**src/rtl/encoder_prio_n_pkg.sv**
```systemverilog
// Shared constants for the pending-request priority encoder.
// Build option: ENCODER_MASK_EN adds a per-request eligibility mask port.
package encoder_prio_n_pkg;

  localparam int unsigned N_MAX    = 32;
  localparam int unsigned RR_FIXED = 0;
  localparam int unsigned RR_ROUND = 1;

  // Index width for an N-input encoder, never narrower than one bit.
  function automatic int unsigned idx_width(input int unsigned n);
    return (n <= 2) ? 1 : $clog2(n);
  endfunction

endpackage

```
**src/rtl/prio_pick.sv**
```systemverilog
// Combinational winner search over the eligible vector, starting at start.
// Round-robin scans upward modulo N; fixed priority scans downward from start.
module prio_pick
  import encoder_prio_n_pkg::*;
#(
  parameter int unsigned N       = 4,
  parameter int unsigned W       = 2,
  parameter int unsigned RR_MODE = RR_FIXED
) (
  input  logic [N-1:0] elig,
  input  logic [W-1:0] start,
  output logic [W-1:0] idx_c,
  output logic         any_c
);

  int unsigned pos;

  // Scan from the farthest candidate back to start so the nearest one wins.
  always_comb begin
    idx_c = '0;
    any_c = |elig;
    pos   = 0;
    for (int k = int'(N) - 1; k >= 0; k--) begin
      if (RR_MODE == RR_ROUND) begin
        pos = (32'(start) + 32'(k)) % N;
      end else begin
        pos = 32'(start) - 32'(k);
      end
      if (elig[W'(pos)]) begin
        idx_c = W'(pos);
      end
    end
  end

endmodule

```
**src/rtl/encoder_prio_n.sv**
```systemverilog
// Pending-request register with fixed or round-robin winner selection and ack-clear.
// Build option: ENCODER_MASK_EN adds input mask; masked requests latch but cannot win.
module encoder_prio_n
  import encoder_prio_n_pkg::*;
#(
  parameter  int unsigned N       = 4,
  parameter  int unsigned RR_MODE = RR_FIXED,
  localparam int unsigned W       = idx_width(N)
) (
  input  logic         clk,
  input  logic         reset,
  input  logic [N-1:0] x,
  input  logic         ack,
`ifdef ENCODER_MASK_EN
  input  logic [N-1:0] mask,
`endif
  output logic [W-1:0] idx,
  output logic         valid,
  output logic [N-1:0] pending
);

  logic [N-1:0] pending_q, pending_d;
  logic [W-1:0] rr_ptr_q, rr_ptr_d;
  logic [N-1:0] elig;
  logic [N-1:0] clr;
  logic [W-1:0] start;
  logic [W-1:0] win_idx;
  logic         win_any;

`ifdef ENCODER_MASK_EN
  assign elig = pending_q & ~mask;
`else
  assign elig = pending_q;
`endif

  assign start = (RR_MODE == RR_ROUND) ? rr_ptr_q : W'(N - 1);

  prio_pick #(
    .N       (N),
    .W       (W),
    .RR_MODE (RR_MODE)
  ) u_pick (
    .elig  (elig),
    .start (start),
    .idx_c (win_idx),
    .any_c (win_any)
  );

  // New requests are OR-ed in after the clear, so a same-cycle set survives an ack.
  always_comb begin
    clr       = '0;
    rr_ptr_d  = rr_ptr_q;
    if (ack && win_any) begin
      clr = N'(1) << win_idx;
      if (RR_MODE == RR_ROUND) begin
        rr_ptr_d = (win_idx == W'(N - 1)) ? '0 : win_idx + W'(1);
      end
    end
    pending_d = (pending_q & ~clr) | x;
  end

  always_ff @(posedge clk) begin
    if (reset) begin
      pending_q <= '0;
      rr_ptr_q  <= '0;
    end else begin
      pending_q <= pending_d;
      rr_ptr_q  <= rr_ptr_d;
    end
  end

  assign idx     = win_idx;
  assign valid   = win_any;
  assign pending = pending_q;

endmodule

```
**config.mk**
```make
export PLATFORM = sky130hd
export DESIGN_NAME = encoder_prio_n
export DESIGN_NICKNAME = d
export VERILOG_FILES = /design/src/rtl/encoder_prio_n_pkg.sv /design/src/rtl/prio_pick.sv /design/src/rtl/encoder_prio_n.sv
export SDC_FILE = /design/constraint.sdc
export NUM_CORES = 1
export LEC_CHECK = 0
export CAP_MARGIN = 20
export CORE_AREA = 2 2 39 41
export CTS_CLUSTER_SIZE = 14
export DETAILED_ROUTE_END_ITERATION = 10
export DIE_AREA = 0 0 41 43
export PLACE_DENSITY = 0.39
export SLEW_MARGIN = 20
export SYNTH_ARGS = -nofsm -noshare
export SYNTH_HDL_FRONTEND = slang
export SYNTH_SLANG_ARGS = --single-unit
```
**constraint.sdc**
```tcl
create_clock -name clk -period 1.3 [get_ports clk]
set_clock_uncertainty 0.05 [all_clocks]
set_input_delay 0.26 -clock clk [delete_from_list [all_inputs] [get_ports clk]]
set_output_delay 0.26 -clock clk [all_outputs]
set_load 0.01 [all_outputs]
```
==> results.yml, run 1 <==
outcome:
  outcome: "finished with violations"
  violations: "setup timing"
cts:
  clk_path_buf_depth: 2
  h-tree-depth: 1
  cts_root_buffer: "clkbuf_4"
  clk_pin_slew_ns: 0.04
  clock-sinks: 4
  insertion_delay_ns: 0.23
  cts_tree: "done"
  numCtsBuffers: 3
grt:
  grt_pass1_wl_um: 876
  gr-usage-all-layers: 0.07823
  grt-ovfl-total: 0
  grt_max_degree: 5
  antenna_found_initial: 0
  grt_pass1_vias: 202
pwr:
  p_sw_frac: 0.2459
  fin_total_pwr_mw: 0.3952
  power_density_nw_per_um2: 1082
  max-vdd-ir-drop_mv: 0.2792
  internal-power_mw: 0.2980
  combPwrFrac: 0.261
  power_frac_clock: 0.392
  seqPwrFrac: 0.347
  p_leak_nw: 0.1803
  p_sw_mw: 0.09720
worst_setup_path:
  worst_setup_path_end_kind: "output pin"
  worstSetupPathType: "reg2out"
  cp_cell_sequence: "or2_4 -> or3_1 -> buf_2"
  r2r-end: "pending[1]"
  cp.required_ns: 0.99
  worstPathMaxFanout: 2
  ff2ff_path_depth: 4
  reg2reg_from: "pending[2]"
  critical-path-max-stage-delay_ns: 0.30
  cp_data_arrival_time_ns: 1.22
  crit_family: "simple AND/OR/NAND/NOR gates"
  slowest_stage: "dfxtp_1"
  reg2reg_slack_ns: 0.24
  cp.buffers_inverters: 1
  crit_path_start_kind: "register"
sta:
  rsz0062_at_grt: "true"
  worst_pin_slew_ns: 0.2074
  setup_viol: 2
  post-route-min-period_ns: 1.528
  setup_slack_ns: -0.2283
  relSlewSlack: 0.8608
  slew_violations: 0
  max_freq_ghz: 0.6543
  finalCritPeriodShare: 1.176
  hold_viol_final: 0
  holdWs_ns: 0.5173
drt:
  routedWlPerCell_um: 9.259
  ant_nets: 0
  vias: 215
  drt_iter0_drc: 1
  drc: 0
  drt_first_pass_iters: 2
  met1_length_um: 265
  routed-wl-met3_um: 78
  wl_um: 537
  vias_per_cell: 3.707
  wl_met2_um: 192
  top_layer_used: "met3"
cells_and_area:
  drive_gt1_frac: 0.2857
  fillCellCount: 153
  most-common-layout-cells: "6 x clkdlybuf4s50_1, 5 x buf_4, 4 x inv_1, 4 x nor2_1, 4 x dfxtp_1"
  finalInstanceArea_um2: 365.4
  largest_register_ffs: 4
  fin_util: 0.2640
  area_delta_synth_final_pct: 119.5
  nNetsFinal: 51
  antenna_cells: 0
  layout_commonest_cell: "clkdlybuf4s50_1"
  final_cells: 58
floorplanning:
  io_pins: 14
  fp.dieH_um: 43
  coreArea_um2: 1384
  die_w_um: 41
  dieArea_um2: 1763
  rows: 14
  initial_utilization: 0.1203
min_path:
  holdPathEnd: "pending[2]"
  worstHoldPathCells: 3
  hold_path_class: "in2reg"
  hp-start: "x[2]"
yosys:
  synth_warnings: 0
  ys_ff_latch: 4
  syn-num-nets: 28
  synth.avg_cell_area_um2: 7.924
  synth_seq_area_share: 0.4812
  syn-instance-count: 21
  ys_types: 10
  synth_area_um2: 166.4
job:
  maxCapViolations: 0
placed_design:
  globalplace.congestion: 0.6428
  dp.cells: 55
  dp_hpwl_um: 416.4
  placed_area_um2: 354.1
  numPortBuffers: 13
## metal layers
| metal | vias up | GRT usage |
|---|---|---|
| met5 | - | 0 |
| met4 | 0 | 0.06000 |
| met3 | 0 | 0.03665 |
| met2 | 14 | 0.08750 |
| met1 | 90 | 0.1090 |
| li1 | 111 | - |
## power by group through the flow
stage               Combinational (mW)  Clock [mW]  Sequential, mW
CTS                              0.103       0.160           0.137
finish                           0.103       0.155           0.137
global route                     0.114       0.171           0.138
global placement                 0.114           0           0.139
floorplan                       0.0287           0           0.147
detailed placement               0.115           0           0.139
## cells in the mapped netlist
master	number	area share
nor2_1	4	0.090
or2_4	1	0.053
or3_1	1	0.038
a311oi_1	1	0.053
dfxtp_1	4	0.48
o21ai_0	1	0.030
inv_1	4	0.090
a21oi_1	2	0.060
nor3_1	2	0.060
a21o_1	1	0.045
## cell families (layout without fill, tap and decap cells)
group	Yosys count	count (layout)	synth area share
compound gates	5	5	0.1880
flops	4	4	0.4812
buf+inv	4	25	0.09020
simple gates	8	8	0.2406
## worst min-delay path, cell delays in order
cell and delay, ns:
clkdlybuf4s50_1 0.39, inv_1 0.05, a21oi_1 0.05
## how the worst max path moves through the flow
| stage | endpoint | from | depth (start not counted) |
|---|---|---|---|
| after floorplan | valid | pending[2] | 2 |
| after global placement | valid | pending[2] | 3 |
| after detailed placement | valid | pending[2] | 3 |
| after CTS | valid | pending[2] | 3 |
| after global routing | valid | pending[2] | 3 |
| final | valid | pending[2] | 3 |
## through the flow
stage | setup slack, ns | setup TNS, ns
floorplan | 0.01867 | 0
global placement | -0.3170 | -0.5520
detailed placement | -0.3257 | -0.5761
CTS | -0.2367 | -0.2859
global route | -0.2598 | -0.3762
finish | -0.2283 | -0.2708
## area by class of cell
type / instances / area (µm²) / area share
Clock buffer: 3 / 22.52 / 0.06164
Inverter: 4 / 15.01 / 0.04110
Multi-Input combinational cell: 13 / 71.32 / 0.1952
Sequential cell: 4 / 80.08 / 0.2192
Tap cell: 16 / 20.02 / 0.05479
Timing Repair Buffer: 18 / 156.4 / 0.4281
## what timing repair did
item,CTS,global route
setup buffers,0,0
gates resized for setup,17,2
hold buffers,0,0
pin swaps,0,0
setup endpoints to repair,7,5
(Power assumes the default switching activity.)
==> run 2, diff against run 1 <==
==> constraint.sdc (replaced) <==
create_clock -name clk -period 1.3 [get_ports clk]
set_clock_uncertainty 0.05 [all_clocks]
set_input_delay 0.195 -clock clk [delete_from_list [all_inputs] [get_ports clk]]
set_output_delay 0.195 -clock clk [all_outputs]
set_load 0.01 [all_outputs]
==> run 2 against run 1 <==
Net effect:
- total power shrank 0.29%
- wire length shrank 0.56%
- die area is the same
- the run still ends with setup timing left
- final cell count unchanged
- via count unchanged
- highest routed layer unchanged
- maximum frequency is 4.4% higher
==> results.yml, run 2 (synthesized netlist as in run 1, its figures left out) <==
outcome:
  outcome: "finished with violations"
  violations: "setup timing"
grt:
  antenna_found_initial: 0
  grt_pass1_vias: 202
  grt-ovfl-total: 0
  grt_max_degree: 5
  gr-usage-all-layers: 0.07823
  grt_pass1_wl_um: 876
drt:
  drt_iter0_drc: 1
  drt_first_pass_iters: 2
  routedWlPerCell_um: 9.207
  wl_um: 534
  ant_nets: 0
  vias_per_cell: 3.707
  vias: 215
  drc: 0
worst_setup_path:
  crit_path_start_kind: "register"
  worstSetupPathType: "reg2out"
  reg2reg_from: "pending[2]"
  worstPathMaxFanout: 2
  worst_setup_path_end_kind: "output pin"
  startpoint: "pending[2]"
  cp.required_ns: 1.05
  cp_data_arrival_time_ns: 1.22
sta:
  slew_violations: 0
  finalCritPeriodShare: 1.126
  worst_pin_slew_ns: 0.2074
  setup_slack_ns: -0.1641
  setup_viol: 1
  max_freq_ghz: 0.6830
  relSlewSlack: 0.8608
  rsz0062_at_grt: "true"
  hold_viol_final: 0
  post-route-min-period_ns: 1.464
floorplanning:
  fp.dieH_um: 43
  die_w_um: 41
  rows: 14
  initial_utilization: 0.1203
  coreArea_um2: 1384
  dieArea_um2: 1763
  io_pins: 14
cts:
  numCtsBuffers: 3
  cts_tree: "done"
  insertion_delay_ns: 0.23
  cts_root_buffer: "clkbuf_4"
  hold_buffers: 0
  h-tree-depth: 1
  clk_pin_slew_ns: 0.04
  clock-sinks: 4
  clk_path_buf_depth: 2
cells_and_area:
  largest_register_ffs: 4
  area_delta_synth_final_pct: 118.0
  final_cells: 58
  layout_commonest_cell: "clkdlybuf4s50_1"
  most-common-layout-cells: "6 x clkdlybuf4s50_1, 5 x buf_4"
  nNetsFinal: 51
  fin_util: 0.2622
  drive_gt1_frac: 0.2857
  fillCellCount: 155
  antenna_cells: 0
pwr:
  power_density_nw_per_um2: 1086
  p_leak_nw: 0.1843
  fin_total_pwr_mw: 0.3941
  max-vdd-ir-drop_mv: 0.2786
placed_design:
  dp_hpwl_um: 416.4
  globalplace.congestion: 0.6428
  dp.cells: 55
  numPortBuffers: 13
job:
  maxCapViolations: 0
min_path:
  hold_path_class: "in2reg"
  hp-start: "x[2]"
-- run 2: per-stage QoR --
| stage | hold slack, ns | cell area, µm² | setup WS [ns] | setup TNS, ns |
|---|---|---|---|---|
| after floorplan | 0.2141 | 166.4 | 0.08367 | 0 |
| after global placement | 0.5388 | 354.1 | -0.2520 | -0.3570 |
| after detailed placement | 0.5547 | 354.1 | -0.2607 | -0.3811 |
| after CTS | 0.4478 | 356.6 | -0.1717 | -0.1717 |
| after global routing | 0.4537 | 362.8 | -0.1948 | -0.2057 |
| final | 0.4523 | 362.8 | -0.1641 | -0.1641 |
-- run 2: where the power goes --
| part | switching (mW) | leakage (nW) | internal [mW] |
|---|---|---|---|
| Clock | 0.0515 | 0.0138 | 0.103 |
| Combinational | 0.0409 | 0.137 | 0.0611 |
| Sequential | 0.00457 | 0.0335 | 0.133 |
-- run 2: routing by layer --
metal,vias to the layer above,routed length [µm],share of wire,track usage
met5,-,0,0,0
met4,0,0,0,0.06000
met3,0,69,0.13,0.03665
met2,14,193,0.36,0.08750
met1,90,271,0.51,0.1090
li1,111,-,-,-
-- run 2: final timing paths --
kind,cells after the start,slack (ns),to
hold reg to reg,3,0.56,pending[2]
hold / removal,3,0.45,pending[2]
setup / recovery,3,-0.16,valid
setup reg to reg,4,0.23,pending[1]
-- run 2: what timing repair did --
item                       in CTS  in global routing
setup endpoints to repair       7                  2
hold endpoints to repair        0                  0
setup buffers                   0                  0
gates resized for setup        16                  1
pin swaps                       0                  0
-- run 2: critical path: stages (launching register included) --
cell and delay (ns):
dfxtp_1 0.30, or2_4 0.24, or3_1 0.30, buf_2 0.14
-- run 2: area by class of cell --
cell class	count	area, µm²	share of cell area
Timing Repair Buffer	18	153.9	0.4241
Sequential cell	4	80.08	0.2207
Multi-Input combinational cell	13	71.32	0.1966
Clock buffer	3	22.52	0.06207
Tap cell	16	20.02	0.05517
Inverter	4	15.01	0.04138
